<file path="config.mk">
export PLATFORM = sky130hd
export DESIGN_NAME = hist_edit_sequencer
export DESIGN_NICKNAME = d
export VERILOG_FILES = /design/src/rtl/hist_edit_sequencer_pkg.sv /design/src/rtl/hist_edit_sequencer_ev_slot.sv /design/src/rtl/hist_edit_sequencer.sv
export SDC_FILE = /design/constraint.sdc
export NUM_CORES = 1
export LEC_CHECK = 0
export BUFFER_PORTS_ARGS = -buffer_cell sky130_fd_sc_hd__clkbuf_2
export CORE_MARGIN = 5
export CORE_UTILIZATION = 58
export CTS_BUF_LIST = sky130_fd_sc_hd__clkbuf_8
export CTS_CLUSTER_DIAMETER = 200
export DETAILED_ROUTE_END_ITERATION = 12
export GPL_ROUTABILITY_DRIVEN = 0
export GPL_TIMING_DRIVEN = 0
export PLACE_DENSITY = 0.83
export SYNTH_ARGS = -nofsm -noshare
export SYNTH_HDL_FRONTEND = slang
export SYNTH_HIERARCHICAL = 1
export SYNTH_SLANG_ARGS = --single-unit
</file>
<file path="constraint.sdc">
create_clock -name clk -period 2.8 [get_ports clk]
set_input_delay 0.42 -clock clk [delete_from_list [all_inputs] [get_ports clk]]
set_output_delay 0.42 -clock clk [all_outputs]
set_load 0.03 [all_outputs]
</file>
<file path="src/rtl/hist_edit_sequencer_pkg.sv">
// hist_edit_sequencer_pkg: key codes, FSM state encoding and the key-event
// record shared by the line-edit sequencer and its pending-event slot.
package hist_edit_sequencer_pkg;

  // Key event type values carried on i_type
  localparam logic KEY_TYPE_CHAR = 1'b0;
  localparam logic KEY_TYPE_CTRL = 1'b1;

  // Control codes carried on i_asciiex when i_type is KEY_TYPE_CTRL
  localparam logic [7:0] KEY_CODE_RIGHT     = 8'h01;
  localparam logic [7:0] KEY_CODE_DOWN      = 8'h02;
  localparam logic [7:0] KEY_CODE_LEFT      = 8'h03;
  localparam logic [7:0] KEY_CODE_BACKSPACE = 8'h08;

  // Blank character used for erasing and for the "past end of line" display
  localparam logic [7:0] ASCII_SPACE = 8'h20;

  typedef enum logic [2:0] {
    ST_IDLE,
    ST_WRITE,
    ST_RD_REQ,
    ST_RD_WAIT,
    ST_COMMIT,
    ST_CLEAR
  } state_t;

  typedef struct packed {
    logic       typ;
    logic [7:0] code;
  } key_ev_t;

  // Edit operation selected by one key event
  typedef enum logic [2:0] {
    OP_CHAR,
    OP_LEFT,
    OP_RIGHT,
    OP_DOWN,
    OP_BACKSPACE,
    OP_BAD
  } op_t;

  function automatic op_t decode_op(input key_ev_t ev);
    if (ev.typ == KEY_TYPE_CHAR) return OP_CHAR;
    case (ev.code)
      KEY_CODE_RIGHT:     return OP_RIGHT;
      KEY_CODE_DOWN:      return OP_DOWN;
      KEY_CODE_LEFT:      return OP_LEFT;
      KEY_CODE_BACKSPACE: return OP_BACKSPACE;
      default:            return OP_BAD;
    endcase
  endfunction

endpackage

</file>
<file path="src/rtl/hist_edit_sequencer_ev_slot.sv">
// hist_edit_sequencer_ev_slot: one-entry holding buffer for a key event that
// arrives while the sequencer is busy. A push into a full slot is refused
// (drop) unless the slot is being popped in the same cycle.
module hist_edit_sequencer_ev_slot
  import hist_edit_sequencer_pkg::*;
(
  input  logic    clk,
  input  logic    i_arst_n,
  input  logic    push,
  input  key_ev_t push_ev,
  input  logic    pop,
  output logic    valid,
  output key_ev_t ev,
  output logic    drop
);

  assign drop = push && valid && !pop;

  // Slot contents: load on an accepted push, empty on a pop with no refill
  // NOTE: state is updated with non-blocking assignments so every register
  // in the design samples pre-edge values regardless of block ordering.
  always_ff @(posedge clk or negedge i_arst_n) begin
    if (!i_arst_n) begin
      valid <= 1'b0;
      ev    <= '0;
    end else if (push && (!valid || pop)) begin
      valid <= 1'b1;
      ev    <= push_ev;
    end else if (pop) begin
      valid <= 1'b0;
    end
  end

endmodule

</file>
<file path="src/rtl/hist_edit_sequencer.sv">
// hist_edit_sequencer: line-edit controller between the key decoder and the
// history RAM. Tracks cursor and line length, sequences RAM write/read-back
// per edit, and commits the line to the history indexer on DOWN.
// Optional feature: define HIST_EDIT_CLEAR_ON_COMMIT_EN to blank the
// committed line in RAM (CLEAR state) before returning to IDLE.
module hist_edit_sequencer
  import hist_edit_sequencer_pkg::*;
#(
  parameter int ADDR_WIDTH = 4
) (
  input  logic                  clk,
  input  logic                  i_arst_n,
  input  logic                  i_ev_valid,
  input  logic                  i_type,
  input  logic [7:0]            i_asciiex,
  output logic                  o_ready,
  output logic                  o_drop,
  output logic                  o_ram_we,
  output logic                  o_ram_re,
  output logic [ADDR_WIDTH-1:0] o_ram_addr,
  output logic [7:0]            o_ram_wdata,
  input  logic [7:0]            i_ram_rdata,
  output logic [ADDR_WIDTH:0]   o_cursor,
  output logic [ADDR_WIDTH:0]   o_len,
  output logic [7:0]            o_disp_char,
  output logic                  o_disp_valid,
  output logic                  o_history_en,
  output logic [ADDR_WIDTH:0]   o_commit_len
);

  localparam logic [ADDR_WIDTH:0] DEPTH = {1'b1, {ADDR_WIDTH{1'b0}}};
  localparam logic [ADDR_WIDTH:0] ONE   = {{ADDR_WIDTH{1'b0}}, 1'b1};

  state_t              state;
  logic                wr_is_bs;
  logic                slot_valid;
  logic                slot_drop;
  logic                slot_push;
  logic                slot_pop;
  key_ev_t             slot_ev;
  key_ev_t             in_ev;
  key_ev_t             cur_ev;
  logic                ev_go;
  op_t                 op;
  logic                at_end;
  logic [ADDR_WIDTH:0] cur_inc;
  logic [ADDR_WIDTH:0] cur_dec;
  logic [ADDR_WIDTH:0] len_inc;
  logic [ADDR_WIDTH:0] len_dec;
  logic [ADDR_WIDTH:0] left_cur;
  logic [ADDR_WIDTH:0] right_cur;

  // Event arbitration: a held event always executes before a new one, and
  // anything arriving while busy (or behind a held event) goes to the slot.
  assign in_ev     = '{typ: i_type, code: i_asciiex};
  assign slot_pop  = (state == ST_IDLE) && slot_valid;
  assign slot_push = i_ev_valid && ((state != ST_IDLE) || slot_valid);
  assign ev_go     = (state == ST_IDLE) && (slot_valid || i_ev_valid);
  assign cur_ev    = slot_valid ? slot_ev : in_ev;
  assign op        = decode_op(cur_ev);
  assign o_ready   = !slot_valid;

  // Cursor arithmetic shared by the edit and movement paths
  assign at_end    = (o_cursor == o_len);
  assign cur_inc   = o_cursor + ONE;
  assign cur_dec   = o_cursor - ONE;
  assign len_inc   = o_len + ONE;
  assign len_dec   = o_len - ONE;
  assign left_cur  = (o_cursor == '0) ? o_cursor : cur_dec;
  assign right_cur = at_end ? o_cursor : cur_inc;

`ifdef HIST_EDIT_CLEAR_ON_COMMIT_EN
  logic clear_last;
  assign clear_last = (({1'b0, o_ram_addr} + ONE) == o_len);
`endif

  hist_edit_sequencer_ev_slot u_ev_slot (
    .clk      (clk),
    .i_arst_n (i_arst_n),
    .push     (slot_push),
    .push_ev  (in_ev),
    .pop      (slot_pop),
    .valid    (slot_valid),
    .ev       (slot_ev),
    .drop     (slot_drop)
  );

  // Edit FSM with registered RAM strobes, display and commit outputs
  always_ff @(posedge clk or negedge i_arst_n) begin
    if (!i_arst_n) begin
      state        <= ST_IDLE;
      wr_is_bs     <= 1'b0;
      o_cursor     <= '0;
      o_len        <= '0;
      o_ram_we     <= 1'b0;
      o_ram_re     <= 1'b0;
      o_ram_addr   <= '0;
      o_ram_wdata  <= '0;
      o_disp_char  <= ASCII_SPACE;
      o_disp_valid <= 1'b0;
      o_history_en <= 1'b0;
      o_commit_len <= '0;
      o_drop       <= 1'b0;
    end else begin
      // NOTE: pulse outputs default low here and are raised only by the
      // branch that owns them, so each stays high for exactly one cycle.
      o_disp_valid <= 1'b0;
      o_history_en <= 1'b0;
      o_drop       <= slot_drop;

      case (state)
        ST_IDLE: begin
          if (ev_go) begin
            case (op)
              OP_CHAR: begin
                if (o_cursor == DEPTH) begin
                  o_drop <= 1'b1;
                end else begin
                  state       <= ST_WRITE;
                  wr_is_bs    <= 1'b0;
                  o_ram_we    <= 1'b1;
                  o_ram_addr  <= o_cursor[ADDR_WIDTH-1:0];
                  o_ram_wdata <= cur_ev.code;
                end
              end
              OP_BACKSPACE: begin
                if (o_cursor != '0) begin
                  state       <= ST_WRITE;
                  wr_is_bs    <= 1'b1;
                  o_ram_we    <= 1'b1;
                  o_ram_addr  <= cur_dec[ADDR_WIDTH-1:0];
                  o_ram_wdata <= ASCII_SPACE;
                end
              end
              OP_LEFT: begin
                state      <= ST_RD_REQ;
                o_cursor   <= left_cur;
                o_ram_re   <= 1'b1;
                o_ram_addr <= left_cur[ADDR_WIDTH-1:0];
              end
              OP_RIGHT: begin
                state      <= ST_RD_REQ;
                o_cursor   <= right_cur;
                o_ram_re   <= 1'b1;
                o_ram_addr <= right_cur[ADDR_WIDTH-1:0];
              end
              OP_DOWN: begin
                if (o_len != '0) begin
                  state        <= ST_COMMIT;
                  o_history_en <= 1'b1;
                  o_commit_len <= o_len;
                end
              end
              default: begin
                o_drop <= 1'b1;
              end
            endcase
          end
        end

        ST_WRITE: begin
          state    <= ST_RD_REQ;
          o_ram_we <= 1'b0;
          o_ram_re <= 1'b1;
          if (wr_is_bs) begin
            o_cursor   <= cur_dec;
            o_ram_addr <= cur_dec[ADDR_WIDTH-1:0];
            if (at_end) o_len <= len_dec;
          end else begin
            o_cursor   <= cur_inc;
            o_ram_addr <= cur_inc[ADDR_WIDTH-1:0];
            if (at_end) o_len <= len_inc;
          end
        end

        ST_RD_REQ: begin
          state    <= ST_RD_WAIT;
          o_ram_re <= 1'b0;
        end

        ST_RD_WAIT: begin
          state        <= ST_IDLE;
          o_disp_char  <= at_end ? ASCII_SPACE : i_ram_rdata;
          o_disp_valid <= 1'b1;
        end

        ST_COMMIT: begin
`ifdef HIST_EDIT_CLEAR_ON_COMMIT_EN
          state       <= ST_CLEAR;
          o_ram_we    <= 1'b1;
          o_ram_addr  <= '0;
          o_ram_wdata <= ASCII_SPACE;
`else
          state        <= ST_IDLE;
          o_cursor     <= '0;
          o_len        <= '0;
          o_disp_char  <= ASCII_SPACE;
          o_disp_valid <= 1'b1;
`endif
        end

`ifdef HIST_EDIT_CLEAR_ON_COMMIT_EN
        // One blanking write per cycle over addresses 0..len-1
        ST_CLEAR: begin
          if (clear_last) begin
            state        <= ST_IDLE;
            o_ram_we     <= 1'b0;
            o_cursor     <= '0;
            o_len        <= '0;
            o_disp_char  <= ASCII_SPACE;
            o_disp_valid <= 1'b1;
          end else begin
            o_ram_addr <= o_ram_addr + 1'b1;
          end
        end
`endif

        default: begin
          state <= ST_IDLE;
        end
      endcase
    end
  end

endmodule

</file>
==> results of run 1 <==
kinds of logic (layout without fill, tap and decap cells):
kind of cell	after synthesis	count (layout)	share of synthesized area (%)
flip-flops	54	54	40.35
XOR/XNOR	15	15	3.919
multiplexers	25	25	8.063
AO/OA/AOI/OAI	122	122	23.85
adder cells (fa/ha/maj)	6	6	2.464
AND/OR/NAND/NOR	116	116	17.43
buffers and inverters	32	101	3.919
cells in the mapped netlist (3+ instances only):
master	instances	area share, %
a31oi_1	3	0.56
o221ai_1	3	0.78
nand3_1	7	1.0
mux2_2	16	5.4
o31ai_1	4	0.90
ha_1	5	1.9
xor2_1	6	1.6
o21ai_0	36	5.4
nor3b_1	5	1.1
nor4_1	6	1.1
inv_1	14	1.6
o22ai_1	6	1.1
clkbuf_1	11	1.2
or3_1	3	0.56
nor2_1	31	3.5
buf_2	6	0.90
a21o_1	4	0.90
a22o_1	5	1.3
nand2_1	29	3.2
nor3_1	16	2.4
dfrtp_1	53	40
a21oi_1	28	4.2
o21a_1	3	0.67
xnor2_1	9	2.4
mux2i_1	9	2.7
a211oi_1	4	0.90
metrics by stage:
stage	TNS, ps	utilization [%]	hold WS, ps	power, mW	instances
after global routing	0	69.90	147.4	4.892	511
after CTS	0	69.14	368.6	4.518	510
after global placement	-2445	67.14	463.1	3.953	502
final	0	69.90	102.5	4.579	511
after detailed placement	-2838	67.14	471.3	4.022	502
after floorplan	0	-	124.4	3.324	370
timing repair:
item                                    4_1_cts  5_1_grt
setup buffers                                 0        0
resized for setup                             2        7
hold buffers                                  0        0
endpoints found under the setup margin       12       13
final cells by class:
type	instances	area [µm²]	area share, %
plain buffers	18	81.33	2.087
clock buffers	6	82.58	2.119
clock inverters	2	16.27	0.4175
inverters	14	52.55	1.349
multi-input cells	284	1901	48.78
flip-flops and latches	54	1353	34.71
well taps	72	90.09	2.312
repair buffers	61	320.3	8.221
power breakdown:
group	total, mW	internal, mW	leakage [nW]	switching (mW)
Clock	0.472	0.204	0.0478	0.268
Sequential	1.35	1.10	0.662	0.258
Combinational	2.75	0.975	1.05	1.78
Total	4.58	2.28	1.76	2.30
metal layers:
metal	GRT usage (%)	wire, µm
met1	32.78	3737
met2	40.57	4165
met3	4.419	754
met4	6.619	167
met5	0	0
worst register-to-register path: cells and delay by family, from the launching register on:
| family | cells | cell delay [ps] |
|---|---|---|
| and+or+nand+nor | 2 | 980 |
| AOI/OAI and AO/OA | 2 | 610 |
| DFF | 1 | 410 |
| muxes | 1 | 360 |
| buffers and inverters | 1 | 180 |
flip-flops by register name (all words and copies together), names as in the netlist:
signal           cells
o_disp_valid         1
state                3
u_ev_slot/valid      1
o_ram_addr           4
o_history_en         1
o_cursor             5
o_commit_len         5
wr_is_bs             1
o_ram_wdata          8
o_len                5
o_disp_char          8
o_drop               1
o_ram_re             1
o_ram_we             1
u_ev_slot/ev         9
how the worst max path moves through the flow:
stage                           startpoint                         end  depth (start not counted)
2_1_floorplan      o_cursor[0]$_DFFE_PN0P_   o_ram_addr[0]$_DFFE_PN0P_                          8
3_3_place_gp       o_cursor[1]$_DFFE_PN0P_  o_ram_wdata[5]$_DFFE_PN0P_                          8
3_5_place_dp       o_cursor[1]$_DFFE_PN0P_  o_ram_wdata[5]$_DFFE_PN0P_                          8
4_1_cts            o_cursor[1]$_DFFE_PN0P_  o_ram_wdata[4]$_DFFE_PN0P_                          8
5_1_grt        u_ev_slot/valid$_DFFE_PN0P_  o_ram_wdata[7]$_DFFE_PN0P_                          8
6_report       u_ev_slot/valid$_DFFE_PN0P_   o_ram_addr[0]$_DFFE_PN0P_                          6
==> results.py, run 1 <==
metrics = {
    "outcome": {
        "status": "completed",
    },
    "yosys": {
        "ys_ff_latch": 54,
        "syn_inst": 370,
        "yosysWarnings": 6,
        "synth_seq_area_share_pct": 40.35,
        "syn_area_um2": 3352,
        "synth_edf_count": 0,
        "ys_types": 62,
        "synth.net_count": 396,
        "synthArstFlopShare_pct": 100.0,
        "ys.flop_type": "dfrtp_1",
        "avgSynthCellArea_um2": 9.059,
    },
    "critical_path": {
        "crit_path_start_kind": "flip-flop",
        "cp_top_family": "simple AND/OR/NAND/NOR gates",
        "r2r_slack_ps": 150,
        "reg2reg_depth": 6,
        "cp-end-kind": "flip-flop",
        "r2r-end": "o_ram_addr[0]$_DFFE_PN0P_",
        "cpMaxStageDelayCell": "nor2_1",
        "worstSetupPathType": "reg -> reg",
        "critPathMaxStageDelay_ps": 550,
        "path_buf_inv": 1,
        "cp_max_fo": 9,
        "worstPathRequired_ps": 3000,
        "arrival_ps": 2850,
        "worstPathCellList": "buf_4, nor3b_1, o21ai_1, nor2_1, o31a_1, mux2_2",
        "r2r_start": "u_ev_slot/valid$_DFFE_PN0P_",
    },
    "drt": {
        "first_pass_iters": 6,
        "vias_per_cell": 6.440,
        "routed_wl_um": 8824,
        "drtIter0Drc": 380,
        "routedWlPerCell_um": 17.27,
        "drc": 0,
        "ant_nets": 0,
        "vias": 3291,
    },
    "sta": {
        "worst_pin_slew_ps": 1058,
        "period_needed_ps": 2646,
        "setup_viol": 0,
        "skew_ps": 8.550,
        "postLayoutSetupSlackWorst_ps": 153.8,
        "finalCritPeriodShare_pct": 94.51,
        "slew_headroom_pct": 28.95,
        "slew_viol_final": 0,
        "fmax_ghz": 0.3779,
        "rsz0062_at_grt": "false",
        "hold_viol_final": 0,
    },
    "grt": {
        "antenna_found_initial": 0,
        "grt.overflow.total": 0,
        "grtUsageTotal_pct": 24.44,
        "grt_pass1_vias": 3160,
        "grt_pass1_wl_um": 14790,
        "grt_max_degree": 55,
    },
    "place": {
        "port_buffers": 60,
        "hpwlAfterDp_um": 6410,
        "place_area_um2": 3742,
        "dp_slack_ps": -333.7,
    },
    "power_and_ir_drop": {
        "p_per_area_nw_per_um2": 1175,
        "power_leakage_nw": 1.758,
        "vdd_drop_max_mv": 0.6198,
    },
    "cells_and_area": {
        "diodes": 0,
        "mostFrequentLayoutCells": "61 x clkbuf_2, 53 x dfrtp_1, 36 x o21ai_0, 31 x nor2_1, 29 x nand2_1",
        "final_common_cell": "clkbuf_2",
        "syn_to_final_growth_pct": 16.24,
        "drive_gt1_share_pct": 24.60,
        "fin_area_um2": 3896,
        "fillers": 442,
        "fin_nets": 464,
    },
    "floorplan": {
        "design.die.area_um2": 7399,
        "start_util_pct": 60.13,
        "fp.dieW_um": 86.02,
        "core_um2": 5574,
        "num_io_pins": 61,
        "die_h_um": 86.02,
        "core.rowCount": 27,
    },
    "job": {
        "maxCapViolCount": 0,
    },
    "clock_tree": {
        "cts_root_buffer": "clkbuf_8",
        "cts_tree": "done",
        "clk_latency_ps": 310,
        "ctsLongestPathBuffers": 2,
        "cts-buffers-inserted": 5,
        "cts.htree.levels": 2,
        "clock_sinks": 54,
        "path_clk_slew_ps": 100,
    },
    "worst_hold_path": {
        "hold_path.class": "in -> async",
    },
}
Power figures use the tool's default switching activity.
==> inputs of run 2 (changes only) <==
--- a/config.mk
+++ b/config.mk
@@ -5,6 +5,7 @@
 export SDC_FILE = /design/constraint.sdc
 export NUM_CORES = 1
 export LEC_CHECK = 0
+export ABC_AREA = 1
 export BUFFER_PORTS_ARGS = -buffer_cell sky130_fd_sc_hd__clkbuf_2
 export CORE_MARGIN = 5
 export CORE_UTILIZATION = 58
@@ -13,7 +14,7 @@
 export DETAILED_ROUTE_END_ITERATION = 12
 export GPL_ROUTABILITY_DRIVEN = 0
 export GPL_TIMING_DRIVEN = 0
-export PLACE_DENSITY = 0.83
+export PLACE_DENSITY = 0.82
 export SYNTH_ARGS = -nofsm -noshare
 export SYNTH_HDL_FRONTEND = slang
 export SYNTH_HIERARCHICAL = 1
==> results.py, run 2 <==
metrics = {
    "place": {
        "hpwlAfterDp_um": 6627,
        "port_buffers": 60,
    },
    "yosys": {
        "ys.flop_type": "dfrtp_1",
        "synth_xor_area_share_pct": 3.269,
        "synth.net_count": 515,
        "synth_edf_count": 0,
        "avgSynthCellArea_um2": 7.123,
        "synth_common_cells": "149 x nand2_1, 71 x inv_1, 53 x dfrtp_1",
        "synthAdderAreaFrac_pct": 2.371,
        "synth_seq_area_share_pct": 38.83,
        "synth_top_family_by_area": "simple AND/OR/NAND/NOR gates",
        "synthArstFlopShare_pct": 100.0,
        "ys_ff_latch": 54,
        "syn_area_um2": 3483,
        "yosys.area.top_type_share_pct": 38.07,
        "synthSimpleGateAreaFrac_pct": 32.04,
        "ys_types": 37,
        "synthMuxAreaShare_pct": 0,
        "syn_inst": 489,
        "yosysMostFrequentCell": "nand2_1",
        "netlist_top_cells_area": "dfrtp_1 38%, nand2_1 16%, inv_1 7.7%",
        "synth_compound_area_share_pct": 12.72,
        "yosysWarnings": 6,
        "synth_top_area_cell": "dfrtp_1",
    },
    "critical_path": {
        "cp_max_fo": 9,
        "worstSetupPathType": "reg -> reg",
        "arrival_ps": 2800,
        "cp-end-kind": "flip-flop",
        "crit_path_start_kind": "flip-flop",
        "worstPathCellList": "buf_2, inv_1, ha_1, nand2_1, nor2_1, inv_1, nor3_1, nor2_1, nand2_1, nand2_1, nand3_1, nor2_1, a21oi_1",
        "worstPathRequired_ps": 3030,
        "r2r-end": "o_ram_addr[2]$_DFFE_PN0P_",
        "path_buf_inv": 3,
        "reg2reg_depth": 13,
        "critPathMaxStageDelay_ps": 490,
        "cpMaxStageDelayCell": "nor3_1",
        "cp_top_family": "simple AND/OR/NAND/NOR gates",
        "r2r_start": "o_cursor[0]$_DFFE_PN0P_",
        "r2r_slack_ps": 230,
    },
    "drt": {
        "drtIter0Drc": 309,
        "vias_per_cell": 5.481,
        "drc": 0,
        "vias": 3464,
        "routedWlPerCell_um": 13.54,
        "first_pass_iters": 6,
        "routed_wl_um": 8557,
        "ant_nets": 0,
    },
    "power_and_ir_drop": {
        "p_per_area_nw_per_um2": 1347,
        "p_comb_share_pct": 64.2,
        "p_switching_mw": 2.899,
        "swShare_pct": 53.85,
        "power_leakage_nw": 2.285,
        "clock_power_share_pct": 10.1,
        "internal_power_mw": 2.485,
        "vdd_drop_max_mv": 0.5969,
        "seq_power_share_pct": 25.6,
    },
    "grt": {
        "met1_usage_pct": 28.08,
        "antenna_found_initial": 0,
        "grt_pass1_wl_um": 14540,
        "grtUsageTotal_pct": 23.63,
        "grt.overflow.total": 0,
        "grt_pass1_vias": 3262,
        "grtUsageMet2_pct": 42.53,
        "grt_busiest_layer": "met2",
        "grt_max_degree": 55,
        "grt_use_met3_pct": 3.784,
    },
    "cells_and_area": {
        "fin_nets": 582,
        "syn_to_final_growth_pct": 14.76,
        "diodes": 0,
        "final_common_cell": "nand2_1",
        "drive_gt1_share_pct": 19.57,
        "mostFrequentLayoutCells": "149 x nand2_1, 71 x inv_1, 59 x clkbuf_2, 53 x dfrtp_1, 42 x nor2_1",
        "multiInputGateArea_um2": 1755,
        "final_util_pct": 67.92,
        "regMostFlops": "u_ev_slot/ev",
        "seq_area_um2": 1353,
        "largest_reg_flops": 9,
        "fillers": 509,
        "top_regs": "u_ev_slot/ev (9), o_disp_char (8), o_ram_wdata (8)",
    },
    "clock_tree": {
        "cts_root_buffer": "clkbuf_8",
        "clk_latency_ps": 320,
        "path_clk_slew_ps": 110,
        "hold_buffers": 0,
        "clock_sinks": 54,
        "cts-buffers-inserted": 5,
        "cts.htree.levels": 2,
        "post_cts_buffers": 0,
        "ctsResizeCount": 0,
        "ctsLongestPathBuffers": 2,
        "cts_tree": "done",
    },
    "floorplan": {
        "start_util_pct": 59.18,
        "fp.dieW_um": 87.50,
        "core.rowCount": 28,
        "design.die.area_um2": 7655,
        "num_io_pins": 61,
        "die_h_um": 87.50,
        "core_um2": 5886,
    },
    "sta": {
        "setup-tns-final_ps": 0,
        "slew_viol_final": 0,
        "setup_viol": 0,
        "hold_viol_final": 0,
        "slew_headroom_pct": 31.25,
        "worst_pin_slew_ps": 1023,
        "finalCritPeriodShare_pct": 91.74,
        "skew_ps": 11.66,
        "fmax_ghz": 0.3893,
        "rsz0062_at_grt": "false",
        "period_needed_ps": 2569,
    },
    "outcome": {
        "status": "completed",
    },
    "job": {
        "maxCapViolCount": 0,
    },
    "worst_hold_path": {
        "hold_path.class": "in -> async",
    },
}
-- run 2: cell count changes after synthesis, sizes merged, moves of 9 or more --
cell | previous run | this run
a21oi | 28 | 18
clkbuf | 11 | 2
inv | 14 | 77
mux2 | 16 | 0
mux2i | 9 | 0
nand2 | 30 | 159
nand3 | 7 | 33
nand4 | 1 | 10
nor2 | 31 | 47
nor3 | 16 | 4
-- run 2: cell families after synthesis --
| group | count (synthesis) |
|---|---|
| buffers and inverters | 89 |
| adders and majority gates | 6 |
| xor gates and xnor gates | 13 |
| DFF | 54 |
| AOI/OAI and AO/OA | 72 |
| and+or+nand+nor | 255 |
-- run 2: layout make-up --
class,count,share of cell area (%)
Buffer,11,2.066
Clock buffer,5,1.721
Clock inverter,3,1.221
Inverter,78,7.324
Multi-Input combinational cell,346,43.91
Sequential cell,54,33.83
Tap cell,75,2.347
Timing Repair Buffer,60,7.574
-- run 2: per-layer routing --
metal	part of all wire, %	up-vias
met5	0	-
met4	2.4	0
met2	51	141
met1	40	1605
li1	-	1691
met3	6.8	27
-- run 2: power by group through the flow --
stage / logic [mW] / clock network, mW / registers [mW]
after CTS: 3.44 / 0.554 / 1.38
after detailed placement: 3.42 / 0 / 1.40
after global placement: 3.32 / 0 / 1.38
after global routing: 3.84 / 0.589 / 1.42
after floorplan: 2.17 / 0 / 1.79
final: 3.46 / 0.546 / 1.38
-- run 2: how the worst max path moves through the flow --
stage                                       start                         to  slack (ps)  cells past startpoint
after floorplan           o_cursor[0]$_DFFE_PN0P_  o_ram_addr[0]$_DFFE_PN0P_         570                     14
after global placement    o_cursor[0]$_DFFE_PN0P_  o_ram_addr[0]$_DFFE_PN0P_         360                     13
after detailed placement  o_cursor[0]$_DFFE_PN0P_  o_ram_addr[2]$_DFFE_PN0P_         330                     13
after CTS                 o_cursor[0]$_DFFE_PN0P_  o_ram_addr[2]$_DFFE_PN0P_         280                     13
after global routing      o_cursor[0]$_DFFE_PN0P_  o_ram_addr[2]$_DFFE_PN0P_           6                     14
final                     o_cursor[0]$_DFFE_PN0P_  o_ram_addr[2]$_DFFE_PN0P_         230                     13
-- run 2: through the flow --
stage	total power, mW	instance area [µm²]	hold WS [ps]	setup WS [ps]	cells
6_report	5.384	3998	111.6	231.2	632
5_1_grt	5.850	3998	194.0	5.580	632
3_3_place_gp	4.694	3877	459.9	362.7	624
3_5_place_dp	4.814	3877	467.7	331.7	624
4_1_cts	5.372	3995	331.6	283.8	632
2_1_floorplan	3.965	3483	124.4	574.9	489
==> inputs of run 3 (changes only) <==
--- a/config.mk
+++ b/config.mk
@@ -6,7 +6,8 @@
 export NUM_CORES = 1
 export LEC_CHECK = 0
 export ABC_AREA = 1
-export BUFFER_PORTS_ARGS = -buffer_cell sky130_fd_sc_hd__clkbuf_2
+export BUFFER_PORTS_ARGS = -buffer_cell sky130_fd_sc_hd__buf_4
+export CAP_MARGIN = 30
 export CORE_MARGIN = 5
 export CORE_UTILIZATION = 58
 export CTS_BUF_LIST = sky130_fd_sc_hd__clkbuf_8
==> results.py, run 3 (same netlist as run 2, synthesis figures left out) <==
metrics = {
    "sta": {
        "finalCritPeriodShare_pct": 91.68,
        "slew_headroom_pct": 32.89,
        "hold_viol_final": 0,
        "rsz0062_at_grt": "false",
        "period_needed_ps": 2567,
        "skew_ps": 14.47,
        "slew_viol_final": 0,
        "postLayoutSetupSlackWorst_ps": 233.0,
        "fmax_ghz": 0.3896,
        "fin_hold_ws_ps": 115.7,
        "worst_pin_slew_ps": 999.0,
        "setup_viol": 0,
        "setup-tns-final_ps": 0,
    },
    "floorplan": {
        "core_um2": 5886,
        "num_io_pins": 61,
        "design.die.area_um2": 7655,
        "fp.dieW_um": 87.50,
        "die_h_um": 87.50,
        "core.rowCount": 28,
        "start_util_pct": 59.18,
    },
    "clock_tree": {
        "post_cts_buffers": 0,
        "cts.htree.levels": 2,
        "ctsLongestPathBuffers": 2,
        "clk_latency_ps": 320,
        "hold_buffers": 0,
        "clock_sinks": 54,
        "path_clk_slew_ps": 110,
        "cts_tree": "done",
        "ctsResizeCount": 0,
        "cts_root_buffer": "clkbuf_8",
        "cts-buffers-inserted": 5,
    },
    "place": {
        "hpwlAfterDp_um": 6567,
        "port_buffers": 60,
        "dp_slack_ps": 277.8,
        "dp_cells": 624,
        "place_area_um2": 4028,
    },
    "cells_and_area": {
        "regMostFlops": "u_ev_slot/ev",
        "final_util_pct": 70.09,
        "mostFrequentLayoutCells": "149 x nand2_1, 71 x inv_1, 62 x buf_4, 53 x dfrtp_1, 42 x nor2_1",
        "syn_to_final_growth_pct": 18.43,
        "final_common_cell": "nand2_1",
        "largest_reg_flops": 9,
        "drive_gt1_share_pct": 19.75,
        "top_regs": "u_ev_slot/ev (9), o_disp_char (8), o_ram_wdata (8)",
        "fin_area_um2": 4125,
        "diodes": 0,
        "fin_nets": 582,
        "instances_no_fill": 632,
    },
    "critical_path": {
        "r2r_start": "u_ev_slot/valid$_DFFE_PN0P_",
        "reg2reg_depth": 15,
        "cp-end-kind": "flip-flop",
        "worstPathRequired_ps": 3020,
        "arrival_ps": 2790,
        "worstSetupPathType": "reg -> reg",
        "cp_max_fo": 10,
        "crit_path_start_kind": "flip-flop",
        "worstSetupStartpoint": "u_ev_slot/valid$_DFFE_PN0P_",
    },
    "power_and_ir_drop": {
        "p_switching_mw": 2.912,
        "p_comb_share_pct": 66.1,
        "internal_power_mw": 2.532,
        "p_per_area_nw_per_um2": 1320,
        "vdd_drop_max_mv": 0.6743,
        "power_mw": 5.444,
        "clock_power_share_pct": 8.4,
        "power_leakage_nw": 2.311,
        "seq_power_share_pct": 25.5,
        "swShare_pct": 53.48,
    },
    "grt": {
        "grt_max_degree": 55,
        "grt_pass1_vias": 3312,
        "grtUsageTotal_pct": 24.28,
        "antenna_found_initial": 0,
        "grt_pass1_wl_um": 14950,
        "grt.overflow.total": 0,
    },
    "drt": {
        "drc": 0,
        "vias_per_cell": 5.375,
        "vias": 3397,
        "routed_wl_um": 8633,
        "drtIter0Drc": 293,
        "ant_nets": 0,
        "first_pass_iters": 5,
        "routedWlPerCell_um": 13.66,
    },
    "worst_hold_path": {
        "hold_path.class": "in -> async",
    },
    "outcome": {
        "status": "completed",
    },
    "job": {
        "maxCapViolCount": 0,
    },
}
## run 3: cell count changes in the layout (fill, tap and decap cells not counted), sizes merged
cell and delta:
clkbuf -59, bufinv -1, clkinvlp +1, buf +59
## run 3: layout make-up
cell class,count,area [µm²]
fill,521,1760
buffer,11,82.58
inverter,78,292.8
timing repair buffer,60,450.4
sequential,54,1353
tap,75,93.84
clock inverter,3,23.77
clock buffer,5,68.82
multi-input combinational,346,1760
## run 3: final timing paths
kind                       slack (ps)                     endpoint
setup / recovery                  230      o_cursor[4]$_DFFE_PN0P_
min in group clk                  340  u_ev_slot/ev[5]$_DFFE_PN0P_
hold reg to reg                   490  u_ev_slot/ev[8]$_DFFE_PN0P_
hold / removal                    120  o_commit_len[2]$_DFFE_PN0P_
setup reg to reg                  230      o_cursor[4]$_DFFE_PN0P_
max in group asynchronous        2200      o_cursor[2]$_DFFE_PN0P_
## run 3: critical path, stage by stage (launching register included)
cell and delay, ps:
dfrtp_1 450, buf_4 200, nand2_1 60, nand2_1 110, nor2_2 200, nand3_1 130, nor2_2 150, nand2_2 140
nor2_2 260, inv_2 110, nand2_1 100, inv_2 70, nand2_2 90, nand3b_4 140, o21ai_1 170, nand2_1 70
## run 3: metal layers
metal	global-route usage (%)	share of wire (%)	vias to the layer above
met4	7.950	1.9	0
met2	42.67	50	123
met5	0	0	-
li1	-	-	1686
met1	30.38	42	1566
met3	3.595	6.1	22
## run 3: power groups by stage
stage               registers, mW  clock network (mW)  logic [mW]
finish                       1.39               0.458        3.60
global route                 1.42               0.497        4.02
CTS                          1.38               0.468        3.58
detailed placement           1.40                   0        3.56
global placement             1.38                   0        3.46
floorplan                    1.79                   0        2.17
